==> src/rtl/js_phase_monitor_pkg.sv <==
// Shared definitions for the Johnson-counter phase monitor: code constants,
// monitor state encoding and the code-to-index decode.
package js_phase_monitor_pkg;

    // 8-state Johnson codes, written with Q[0] as the MSB
    localparam logic [3:0] JS_S0 = 4'b0000;
    localparam logic [3:0] JS_S1 = 4'b1000;
    localparam logic [3:0] JS_S2 = 4'b1100;
    localparam logic [3:0] JS_S3 = 4'b1110;
    localparam logic [3:0] JS_S4 = 4'b1111;
    localparam logic [3:0] JS_S5 = 4'b0111;
    localparam logic [3:0] JS_S6 = 4'b0011;
    localparam logic [3:0] JS_S7 = 4'b0001;

    typedef enum logic [1:0] {
        ST_SYNC  = 2'd0,
        ST_TRACK = 2'd1,
        ST_FAULT = 2'd2
    } mon_state_t;

    // Returns {legal, index[2:0]}; illegal codes return index 0 with legal low
    function automatic logic [3:0] js_decode_code(input logic [3:0] code);
        logic [3:0] res;
        case (code)
            JS_S0:   res = 4'b1_000;
            JS_S1:   res = 4'b1_001;
            JS_S2:   res = 4'b1_010;
            JS_S3:   res = 4'b1_011;
            JS_S4:   res = 4'b1_100;
            JS_S5:   res = 4'b1_101;
            JS_S6:   res = 4'b1_110;
            JS_S7:   res = 4'b1_111;
            default: res = 4'b0_000;
        endcase
        return res;
    endfunction

endpackage

==> src/rtl/js_phase_monitor_decode.sv <==
// Combinational Johnson code decoder: Q -> {legal, index}.
module js_decode
    import js_phase_monitor_pkg::*;
(
    input  logic [0:3] q,
    output logic       legal,
    output logic [2:0] index
);

    logic [3:0] code;

    // q[0] lands in the MSB of code, matching the package constants
    always_comb begin
        code           = q;
        {legal, index} = js_decode_code(code);
    end

endmodule

==> src/rtl/js_phase_monitor.sv <==
// Johnson-counter phase monitor.
//   state    | meaning
//   ST_SYNC  | waiting for S0 to lock onto the sequence
//   ST_TRACK | following a legal sequence, stalls tolerated
//   ST_FAULT | illegal/skip/reverse seen; outputs frozen until ACK
module js_phase_monitor
    import js_phase_monitor_pkg::*;
#(
    parameter int CYC_W = 8
) (
    input  logic             CLK,
    input  logic             CLR,
    input  logic [0:3]       Q,
    input  logic             ACK,
    output logic [7:0]       PHASE,
    output logic [2:0]       STEP,
    output logic             VALID,
    output logic             WRAP,
    output logic             ERR,
    output logic [CYC_W-1:0] CYC_CNT
);

    mon_state_t       state_q, state_d;
    logic [7:0]       phase_q, phase_d;
    logic [2:0]       step_q, step_d;
    logic             valid_q, valid_d;
    logic             wrap_q, wrap_d;
    logic             err_q, err_d;
    logic [CYC_W-1:0] cnt_q, cnt_d;

    logic             code_legal;
    logic [2:0]       code_idx;
    logic [2:0]       step_nxt;

    js_decode u_decode (
        .q     (Q),
        .legal (code_legal),
        .index (code_idx)
    );

    // Next-state and next-output computation; WRAP defaults low every cycle
    always_comb begin
        state_d  = state_q;
        phase_d  = phase_q;
        step_d   = step_q;
        valid_d  = valid_q;
        wrap_d   = 1'b0;
        err_d    = err_q;
        cnt_d    = cnt_q;
        step_nxt = step_q + 3'd1;
        case (state_q)
            ST_SYNC: begin
                if (code_legal && code_idx == 3'd0) begin
                    state_d = ST_TRACK;
                    phase_d = 8'h01;
                    step_d  = 3'd0;
                    valid_d = 1'b1;
                end
            end
            ST_TRACK: begin
                if (code_legal && code_idx == step_q) begin
                    state_d = ST_TRACK;
                end else if (code_legal && code_idx == step_nxt) begin
                    phase_d = 8'h01 << code_idx;
                    step_d  = code_idx;
                    if (code_idx == 3'd0) begin
                        wrap_d = 1'b1;
                        if (cnt_q != {CYC_W{1'b1}}) begin
                            cnt_d = cnt_q + CYC_W'(1);
                        end
                    end
                end else begin
                    state_d = ST_FAULT;
                    err_d   = 1'b1;
                    valid_d = 1'b0;
                    phase_d = 8'h00;
                end
            end
            ST_FAULT: begin
                if (ACK) begin
                    state_d = ST_SYNC;
                    err_d   = 1'b0;
                    phase_d = 8'h00;
                    step_d  = 3'd0;
                    valid_d = 1'b0;
                end
            end
            default: begin
                state_d = ST_SYNC;
                phase_d = 8'h00;
                step_d  = 3'd0;
                valid_d = 1'b0;
                err_d   = 1'b0;
            end
        endcase
    end

    // State and output registers with synchronous active-low clear
    always_ff @(posedge CLK) begin
        if (!CLR) begin
            state_q <= ST_SYNC;
            phase_q <= 8'h00;
            step_q  <= 3'd0;
            valid_q <= 1'b0;
            wrap_q  <= 1'b0;
            err_q   <= 1'b0;
            cnt_q   <= '0;
        end else begin
            state_q <= state_d;
            phase_q <= phase_d;
            step_q  <= step_d;
            valid_q <= valid_d;
            wrap_q  <= wrap_d;
            err_q   <= err_d;
            cnt_q   <= cnt_d;
        end
    end

    assign PHASE   = phase_q;
    assign STEP    = step_q;
    assign VALID   = valid_q;
    assign WRAP    = wrap_q;
    assign ERR     = err_q;
    assign CYC_CNT = cnt_q;

endmodule

==> config.mk <==
export PLATFORM = sky130hd
export DESIGN_NAME = js_phase_monitor
export DESIGN_NICKNAME = d
export VERILOG_FILES = /design/src/rtl/js_phase_monitor_pkg.sv /design/src/rtl/js_phase_monitor_decode.sv /design/src/rtl/js_phase_monitor.sv
export SDC_FILE = /design/constraint.sdc
export NUM_CORES = 1
export LEC_CHECK = 0
export ABC_AREA = 1
export CORE_MARGIN = 5
export CORE_UTILIZATION = 40
export DETAILED_ROUTE_END_ITERATION = 10
export PLACE_DENSITY = 0.77
export SETUP_SLACK_MARGIN = 0.02
export SLEW_MARGIN = 25
export SYNTH_ARGS = -nofsm -noshare
export SYNTH_HDL_FRONTEND = slang
export SYNTH_SLANG_ARGS = --single-unit
==> constraint.sdc <==
create_clock -name CLK -period 1.8 [get_ports CLK]
set_clock_uncertainty 0.05 [all_clocks]
set_input_delay 0.45 -clock CLK [delete_from_list [all_inputs] [get_ports CLK]]
set_output_delay 0.45 -clock CLK [all_outputs]
set_load 0.02 [all_outputs]
==> reports/qor.yml <==
routing:
  first_pass_iters: 4
  drt_iter0_drc: 84
  viasPerCell: 4.95
  routed_wl_um: 3380
  wl_per_cell_um: 11.2
  final_antenna_net_count: 0
  vias: 1489
  drt_drc_violations_left: 0
logic_synthesis:
  async_flop_share: 0
  synth_area_leaders: "dfxtp_1 34%, nand2_1 11%, a21oi_1 7.8%, nand3_1 7.8%, nand2_2 6.2%"
  synth_edf_count: 0
  syn_nets: 207
  ys_warn_count: 0
  netlist.area_leader.share: 0.341
  netlist-cell-type-count: 28
  postSynthAreaPerCell_um2: 7.12
  netlist_area_um2: 1410
  synth_ff_type: "dfxtp_1"
  synth_top_cell_by_area: "dfxtp_1"
  synth-seq-area-share: 0.341
  ys_ff_latch: 24
  synth_cells: 198
layout:
  nNetsFinal: 265
  antennaDiodeCount: 0
  final_area_um2: 2030
  post-route-util: 0.604
  syn_to_final_growth_pct: 44.2
  layout-drive-gt1-share: 0.306
  nFillCells: 317
grt:
  grt_pass1_wl_um: 5380
  overflow: 0
  track_usage: 0.132
  antenna_found_initial: 0
  grt_pass1_vias: 1248
  grt_max_degree: 15
clock_tree:
  root_buffer: "clkbuf_4"
  clock-sinks: 24
  clk_path_buf_depth: 2
  numCtsBuffers: 3
  clk_pin_slew_worst_paths_ns: 0.13
  cts_tree: "built"
  clk_latency_ns: 0.32
  h-tree-depth: 1
place:
  gp_congestion: 0.853
  place_area_um2: 1930
  portBuffers: 28
  dp_hpwl_um: 2590
setup_path:
  crit_buf_inv: 1
  critPathLaunchType: "register"
  path_delay_family: "buffers and inverters"
  endpoint_kind: "primary output"
  cp_slowest_cell: "clkdlybuf4s50_1"
  crit_type: "register to primary output"
  critPathArrivalTime_ns: 1.26
  worst-path-max-fanout: 2
  crit_required_ns: 1.30
  max_stage_delay_ns: 0.60
  crit_chain: "clkdlybuf4s50_1"
die:
  dieArea_um2: 4810
  die_h_um: 69.3
  start_util: 0.419
  core_um2: 3360
  rows: 21
  dieWidth_um: 69.3
  ios: 29
power_and_ir_drop:
  p_seq_frac: 0.471
  leakage_uw: 0.00101
  swShare: 0.260
  power_frac_comb: 0.182
  internal-power_uw: 850
  clockPowerShare: 0.347
  p_per_area_nw_per_um2: 565
  peakVddDrop_uv: 375
  p_sw_uw: 299
sta:
  period_needed_ns: 1.76
  slew_violations: 0
  fin_crit_sh: 0.979
  slew_headroom: 0.717
  setup_violations: 0
  rsz0062_at_grt: "false"
  worst_pin_slew_ns: 0.423
  fmax_mhz: 568
  hold_violations: 0
  tns_ns: 0
  holdWs_ns: 0.389
worst_hold_path:
  hold_path.class: "primary input to register"
job:
  cap_violations: 0
run_status:
  status: "completed"
synthesized netlist by cell type (3+ instances only):
cell,n
inv_1,20
dfxtp_1,24
nor2_1,13
xnor2_1,3
inv_2,5
nand2_2,14
nor3_1,3
o21ai_0,4
nand2_1,40
a21oi_1,22
nand3_1,22
nand4_1,5
o21ai_1,3
logic make-up after synthesis:
family,synth area share
xor gates and xnor gates,0.0311
buffers and inverters,0.0773
adders and majority gates,0.0178
AOI/OAI and AO/OA,0.121
DFF,0.341
and+or+nand+nor,0.412
final timing paths:
| path | start | to | slack [ns] | cells after the start |
|---|---|---|---|---|
| worst max register to register | STEP[0] | CYC_CNT[0] | 0.11 | 8 |
| worst min-delay path | Q[2] | PHASE[3] | 0.39 | 3 |
| worst max-delay path | PHASE[3] | PHASE[3] | 0.04 | 1 |
| worst min register to register | PHASE[6] | PHASE[6] | 0.42 | 2 |
routing by layer:
metal,vias to the layer above,routed length [µm],global-route usage
li1,769,-,-
met1,673,1600,0.184
met2,41,1510,0.204
met3,6,217,0.0261
met4,0,44,0.0369
met5,-,0,0
repair_timing:
item / 4_1_cts / 5_1_grt
setup endpoints to repair: 39 / 26
resized for setup: 20 / 30
gates cloned: 0 / 1
hold buffers: 0 / 0
pin swaps: 1 / 11
buffers inserted: 1 / 1
layout make-up:
cell class / instances / area, µm² / share of cell area
clock buffers: 3 / 22.5 / 0.0111
clock inverters: 1 / 30.0 / 0.0148
inverters: 25 / 96.3 / 0.0474
multi-input cells: 147 / 870 / 0.428
flip-flops and latches: 24 / 484 / 0.238
well taps: 46 / 57.6 / 0.0283
repair buffers: 55 / 472 / 0.232
sequential cells by signal (all words and copies together) (netlist names):
| register | flops |
|---|---|
| STEP | 3 |
| state_q | 2 |
| VALID | 1 |
| ERR | 1 |
| WRAP | 1 |
| PHASE | 8 |
| CYC_CNT | 8 |
power groups by stage:
stage	logic, µW	clock network (µW)	registers (µW)
after floorplan	109	0	558
after global placement	205	0	552
after detailed placement	207	0	552
after CTS	203	395	541
after global routing	231	410	542
final	209	399	541
per-stage QoR:
step | instances | total power (µW) | setup slack [ns]
2_1_floorplan | 198 | 667 | 0.0244
3_3_place_gp | 294 | 758 | -0.578
3_5_place_dp | 294 | 760 | -0.584
4_1_cts | 299 | 1140 | 0.0202
5_1_grt | 301 | 1180 | 0.0241
6_report | 301 | 1150 | 0.0381
layout by cell type (no fill, tap or decap), types with 4 or more instances in the layout:
cell type       count
dlygate4sd2_1      15
a21oi_1            21
clkbuf_2            4
dlymetal6s2s_1      6
nor2_1             13
buf_4              26
inv_2               6
nand4_1             5
nand2_2            15
dfxtp_1            21
nand2_1            38
inv_1              18
nand3_1            21
No activity file was read; power rests on OpenSTA's default activity.
